<file path="src/rtl/keypad_bcd_entry.sv">
// 4x4 matrix keypad scanner with debounce and 4-digit BCD entry register.
// Columns are driven low one at a time. Rows are sampled at the end of each
// column dwell. A full scan is classified as NONE, ONE(code) or MULTI, and a
// four-state FSM accepts each debounced press exactly once.
module keypad_bcd_entry #(
  parameter int unsigned SCAN_DIV       = 1000,
  parameter int unsigned DEBOUNCE_SCANS = 4
) (
  input  logic       clk,
  input  logic       rst_a,
  input  logic [3:0] row,
  output logic [3:0] col,
  output logic [3:0] units,
  output logic [3:0] tens,
  output logic [3:0] hund,
  output logic [3:0] thous,
  output logic       key_valid,
  output logic [3:0] key_code
);

  localparam int unsigned      DIV_W    = (SCAN_DIV > 1) ? $clog2(SCAN_DIV) : 1;
  localparam logic [DIV_W-1:0] DIV_LAST = DIV_W'(SCAN_DIV - 1);
  localparam logic [3:0]       DEB_N    = 4'(DEBOUNCE_SCANS);

  typedef enum logic [1:0] {IDLE, DEBOUNCE, PRESSED, RELEASE} state_t;

  logic [3:0]       row_s1_q, row_s2_q;
  logic [DIV_W-1:0] div_q, div_d;
  logic [1:0]       cidx_q, cidx_d;
  logic [3:0]       col_q, col_d;
  logic [15:0]      hits_q, hits_d, hits_now;
  logic             col_last, scan_done;
  logic [4:0]       n_hits;
  logic [3:0]       hit_code;
  logic             res_none, res_one;

  state_t           state_q, state_d;
  logic [3:0]       cnt_q, cnt_d;
  logic [3:0]       cand_q, cand_d;
  logic             accept_c;
  logic [3:0]       units_q, tens_q, hund_q, thous_q;
  logic [3:0]       units_d, tens_d, hund_d, thous_d;
  logic             key_valid_q, key_valid_d;
  logic [3:0]       key_code_q, key_code_d;

  // Key position {row, col} to key code.
  function automatic logic [3:0] code_of(input logic [3:0] pos);
    case (pos)
      4'd0:    code_of = 4'h1;
      4'd1:    code_of = 4'h2;
      4'd2:    code_of = 4'h3;
      4'd3:    code_of = 4'hA;
      4'd4:    code_of = 4'h4;
      4'd5:    code_of = 4'h5;
      4'd6:    code_of = 4'h6;
      4'd7:    code_of = 4'hB;
      4'd8:    code_of = 4'h7;
      4'd9:    code_of = 4'h8;
      4'd10:   code_of = 4'h9;
      4'd11:   code_of = 4'hC;
      4'd12:   code_of = 4'hE;
      4'd13:   code_of = 4'h0;
      4'd14:   code_of = 4'hF;
      default: code_of = 4'hD;
    endcase
  endfunction

  assign col_last  = (div_q == DIV_LAST);
  assign scan_done = col_last && (cidx_q == 2'd3);

  // Hit map including the column currently being sampled.
  always_comb begin
    hits_now = hits_q;
    for (int r = 0; r < 4; r++) begin
      hits_now[{2'(r), cidx_q}] = ~row_s2_q[r];
    end
  end

  // Classify the hit map: count of keys seen and code of one of them.
  always_comb begin
    n_hits   = '0;
    hit_code = '0;
    for (int i = 0; i < 16; i++) begin
      if (hits_now[i]) begin
        n_hits   = n_hits + 5'd1;
        hit_code = code_of(4'(i));
      end
    end
  end

  assign res_none = (n_hits == 5'd0);
  assign res_one  = (n_hits == 5'd1);

  // Column divider, rotation and hit accumulation.
  always_comb begin
    div_d  = div_q + DIV_W'(1);
    cidx_d = cidx_q;
    col_d  = col_q;
    hits_d = hits_q;
    if (col_last) begin
      div_d  = '0;
      cidx_d = cidx_q + 2'd1;
      col_d  = {col_q[2:0], col_q[3]};
      hits_d = scan_done ? 16'h0000 : hits_now;
    end
  end

  // Debounce FSM next state and accept datapath.
  always_comb begin
    state_d     = state_q;
    cnt_d       = cnt_q;
    cand_d      = cand_q;
    accept_c    = 1'b0;
    key_valid_d = 1'b0;
    key_code_d  = key_code_q;
    units_d     = units_q;
    tens_d      = tens_q;
    hund_d      = hund_q;
    thous_d     = thous_q;
    if (scan_done) begin
      unique case (state_q)
        IDLE: begin
          if (res_one) begin
            cand_d = hit_code;
            cnt_d  = 4'd1;
            if (DEB_N <= 4'd1) begin
              accept_c = 1'b1;
              state_d  = PRESSED;
            end else begin
              state_d  = DEBOUNCE;
            end
          end
        end
        DEBOUNCE: begin
          if (res_one && (hit_code == cand_q)) begin
            cnt_d = cnt_q + 4'd1;
            if (cnt_d >= DEB_N) begin
              accept_c = 1'b1;
              state_d  = PRESSED;
            end
          end else begin
            state_d = IDLE;
          end
        end
        PRESSED: begin
          if (res_none) begin
            cnt_d   = 4'd1;
            state_d = RELEASE;
          end
        end
        RELEASE: begin
          if (res_none) begin
            cnt_d = cnt_q + 4'd1;
            if (cnt_d >= DEB_N) state_d = IDLE;
          end else begin
            state_d = PRESSED;
          end
        end
        default: state_d = IDLE;
      endcase
    end
    if (accept_c) begin
      key_valid_d = 1'b1;
      key_code_d  = cand_d;
      if (cand_d <= 4'd9) begin
        thous_d = hund_q;
        hund_d  = tens_q;
        tens_d  = units_q;
        units_d = cand_d;
      end else if (cand_d == 4'hE) begin
        thous_d = 4'd0;
        hund_d  = 4'd0;
        tens_d  = 4'd0;
        units_d = 4'd0;
      end else if (cand_d == 4'hF) begin
        units_d = tens_q;
        tens_d  = hund_q;
        hund_d  = thous_q;
        thous_d = 4'd0;
      end
    end
  end

  // Row synchronizer and scan registers.
  always_ff @(posedge clk) begin
    if (rst_a) begin
      row_s1_q <= 4'hF;
      row_s2_q <= 4'hF;
      div_q    <= '0;
      cidx_q   <= 2'd0;
      col_q    <= 4'b1110;
      hits_q   <= 16'h0000;
    end else begin
      row_s1_q <= row;
      row_s2_q <= row_s1_q;
      div_q    <= div_d;
      cidx_q   <= cidx_d;
      col_q    <= col_d;
      hits_q   <= hits_d;
    end
  end

  // FSM state and output registers.
  always_ff @(posedge clk) begin
    if (rst_a) begin
      state_q     <= IDLE;
      cnt_q       <= 4'd0;
      cand_q      <= 4'd0;
      key_valid_q <= 1'b0;
      key_code_q  <= 4'd0;
      units_q     <= 4'd0;
      tens_q      <= 4'd0;
      hund_q      <= 4'd0;
      thous_q     <= 4'd0;
    end else begin
      state_q     <= state_d;
      cnt_q       <= cnt_d;
      cand_q      <= cand_d;
      key_valid_q <= key_valid_d;
      key_code_q  <= key_code_d;
      units_q     <= units_d;
      tens_q      <= tens_d;
      hund_q      <= hund_d;
      thous_q     <= thous_d;
    end
  end

  assign col       = col_q;
  assign units     = units_q;
  assign tens      = tens_q;
  assign hund      = hund_q;
  assign thous     = thous_q;
  assign key_valid = key_valid_q;
  assign key_code  = key_code_q;

endmodule

</file>
<file path="config.mk">
export PLATFORM = sky130hd
export DESIGN_NAME = keypad_bcd_entry
export DESIGN_NICKNAME = d
export VERILOG_FILES = /design/src/rtl/keypad_bcd_entry.sv
export SDC_FILE = /design/constraint.sdc
export NUM_CORES = 1
export LEC_CHECK = 0
export ABC_AREA = 1
export CORE_MARGIN = 2
export CORE_UTILIZATION = 45
export DETAILED_ROUTE_END_ITERATION = 10
export SKIP_CTS_REPAIR_TIMING = 1
export SYNTH_ARGS = -nofsm -noshare
export SYNTH_HDL_FRONTEND = slang
export SYNTH_SLANG_ARGS = --single-unit
</file>
<file path="constraint.sdc">
create_clock -name clk -period 14.8 [get_ports clk]
set_clock_uncertainty 0.15 [all_clocks]
set_input_delay 2.96 -clock clk [delete_from_list [all_inputs] [get_ports clk]]
set_output_delay 2.96 -clock clk [all_outputs]
set_load 0.02 [all_outputs]
</file>
==> results_dict.tcl <==
set metrics [dict create \
    drive_above_1_share 0.111 \
    relSlewSlack 0.276 \
    syn-num-nets 863 \
    syn_area_mm2 0.00518 \
    grt_pass1_vias 4621 \
    synth_top_family_by_area "simple AND/OR/NAND/NOR gates" \
    post-synth-top-area-cell "dfxtp_1" \
    synth_area_leaders "dfxtp_1 27%, nand2_1 17%, inv_1 9.4%, nand3_1 8.5%, nor2_1 6.9%" \
    drc 0 \
    grt_max_degree 38 \
    peakVddDrop_uv 65.1 \
    status "finished clean" \
    synth-seq-cells 71 \
    die_area_mm2 0.0124 \
    critPathLaunchType "register" \
    via_count 4965 \
    h-tree-depth 3 \
    power_density_mw_per_mm2 75.5 \
    hp-class "reg2reg" \
    finalHoldViolations 0 \
    fmax_ghz 0.0992 \
    critPathKind "reg2reg" \
    avgRoutedWirePerCell_um 11.0 \
    ff2ff_path_depth 56 \
    required_ns 14.89 \
    synthXorXnorAreaFrac 0.0118 \
    r2r-end "thous[0]$_SDFFE_PP0P_" \
    grt_pass1_wl_mm 20.1 \
    cts_tree "built" \
    final_core_util 0.520 \
    synth_mux_area_frac 0 \
    yosys.area_share.simple 0.441 \
    setup_tns_ns 0 \
    critical_path.startpoint "cidx_q[0]$_SDFFE_PP0N_" \
    track_usage 0.187 \
    routabilityCongestion 0.806 \
    fillers 1169 \
    max-cap-violations 0 \
    yosysWarnings 0 \
    drt_first_pass_iters 5 \
    num_io_pins 31 \
    avgSynthCellArea_um2 6.21 \
    critPathCaptureType "register" \
    layout.nets 886 \
    path_common_cell "nand2_1" \
    die_h_um 111 \
    io_buffers 30 \
    cpPeakStageDelay_ns 0.42 \
    cts_buffers 9 \
    p_int_uw 343 \
    area_growth_pct 13.6 \
    synth_compound_area_frac 0.102 \
    start_util 0.458 \
    p_clk_frac 0.493 \
    finalCriticalPeriod_ns 10.08 \
    rsz0062_at_grt "false" \
    clock_path_buffers 2 \
    setup_violations 0 \
    syn_inst 835 \
    cp_max_fo 17 \
    diodes 0 \
    r2r_slack_ns 4.72 \
    cts_sinks 71 \
    cts_root_buffer "clkbuf_16" \
    routed_wl_mm 11.0 \
    path_clk_slew_ns 0.05 \
    overflow 0 \
    switching_share 0.228 \
    ant_nets 0 \
    clkLatencyLatePin_ns 0.33 \
    worstMarginPinSlew_ns 1.08 \
    core_mm2 0.0113 \
    period_share 0.681 \
    antenna_found_initial 0 \
    r2r_start "cidx_q[0]$_SDFFE_PP0N_" \
    cp-endpoint "thous[0]$_SDFFE_PP0P_" \
    worst_ep_arrival_time_ns 10.17 \
    maxSlewViolCount 0 \
    vias_per_cell 4.94 \
    synth_top_cell_area_share 0.274 \
    finalPower_uw 445 \
    slowest_stage "nor2_4" \
    p_sw_uw 101 \
    num_rows 39 \
    power_frac_comb 0.070 \
    dpl.hpwl_mm 8.50 \
    synthAdderAreaFrac 0.0531 \
    first_iter_violations 277 \
    die-width_um 111 \
    seqPwrFrac 0.436 \
    synthDistinctLibCells 47 \
    ys_seq_area_frac 0.274 \
    p_leak_uw 0.00298 \
]
==> cells in the final DEF, fill, tap and decap left out, drive strengths merged, types with 7 or more instances in the layout <==
master         netlist  routed
or2                 13      13
nand2              265     265
dfxtp               71      71
clkdlybuf4s50        0      30
inv                139     139
nor2               100     100
ha                  22      22
clkbuf               9      12
o21ai               32      32
a21oi               20      20
nand3               98      98
o31ai               11      11
nand3b               7       7
==> through the flow <==
stage               hold slack, ns  area, um2  worst slack, ns  instances
floorplan                    0.239       5180             5.76        835
global placement             0.244       5580             4.98        990
detailed placement           0.247       5580             4.67        990
CTS                          0.260       5890             4.61       1006
global route                 0.266       5890             3.74       1006
finish                       0.257       5890             4.72       1006
==> final cells by class <==
cell class | count | area (um2) | share of cell area
clock buffers | 12 | 256 | 0.0436
clock inverters | 4 | 53.8 | 0.00914
inverters | 140 | 528 | 0.0897
multi-input cells | 606 | 3150 | 0.535
flip-flops and latches | 71 | 1420 | 0.241
well taps | 143 | 179 | 0.0304
repair buffers | 30 | 300 | 0.0510
==> registers in the layout, indices dropped and copies added (netlist names) <==
register	cells
div_q	10
tens	4
state_q	2
key_valid	1
row_s2_q	4
hits_q	16
cnt_q	4
col	4
row_s1_q	4
units	4
hund	4
cidx_q	2
key_code	4
thous	4
cand_q	4
==> worst max-delay path: cells and delay by family (launching register included) <==
family          cells  cell delay, ns
fa+ha+maj          15            4.22
simple gates       30            3.84
compound gates      5            0.96
buf+inv             6            0.49
flops               1            0.35
==> how the worst min path moves through the flow <==
stage                      startpoint                     end  slack [ns]  cells past startpoint
3_3_place_gp   row_s1_q[0]$_SDFF_PP1_  row_s2_q[0]$_SDFF_PP1_        0.24                      1
3_5_place_dp   row_s1_q[0]$_SDFF_PP1_  row_s2_q[0]$_SDFF_PP1_        0.25                      1
4_1_cts        row_s1_q[0]$_SDFF_PP1_  row_s2_q[0]$_SDFF_PP1_        0.26                      1
6_report       row_s1_q[0]$_SDFF_PP1_  row_s2_q[0]$_SDFF_PP1_        0.26                      1
5_1_grt        row_s1_q[0]$_SDFF_PP1_  row_s2_q[0]$_SDFF_PP1_        0.27                      1
2_1_floorplan  row_s1_q[0]$_SDFF_PP1_  row_s2_q[0]$_SDFF_PP1_        0.24                      1
==> cells by family (layout without fill, tap and decap cells) <==
logic type / Yosys count / count (layout)
and+or+nand+nor: 496 / 496
AOI/OAI and AO/OA: 81 / 81
DFF: 71 / 71
xor gates and xnor gates: 7 / 7
buffers and inverters: 158 / 186
adders and majority gates: 22 / 22
==> power groups by stage <==
stage               Clock [uW]  Sequential, uW  Combinational [uW]
finish                     219             194                31.2
global route               232             194                36.3
CTS                        224             194                31.5
detailed placement           0             198                31.3
global placement             0             198                30.2
floorplan                    0             198                24.6
==> cells in the mapped netlist (all sizes together) <==
cell,n
xor2,6
a21boi,4
nand4,6
or2,13
nand3b,7
o211a,2
nor3,2
o32ai,1
nor3b,3
o211ai,2
dfxtp,71
nand2,265
o21bai,1
a21oi,20
clkbuf,9
nor2,100
ha,22
a211oi,5
o21a,1
nand3,98
o31ai,11
xnor2,1
clkinv,1
nor4,2
o21ai,32
buf,9
inv,139
a31oi,2
==> metal layers <==
metal | track usage | routed length [um] | vias up | share of wire
met5 | 0 | 0 | - | 0
met4 | 0.0626 | 190 | 0 | 0.017
met3 | 0.0256 | 286 | 15 | 0.026
met2 | 0.313 | 4970 | 64 | 0.45
met1 | 0.250 | 5600 | 2222 | 0.51
li1 | - | - | 2664 | -
Power figures use the tool's default switching activity.
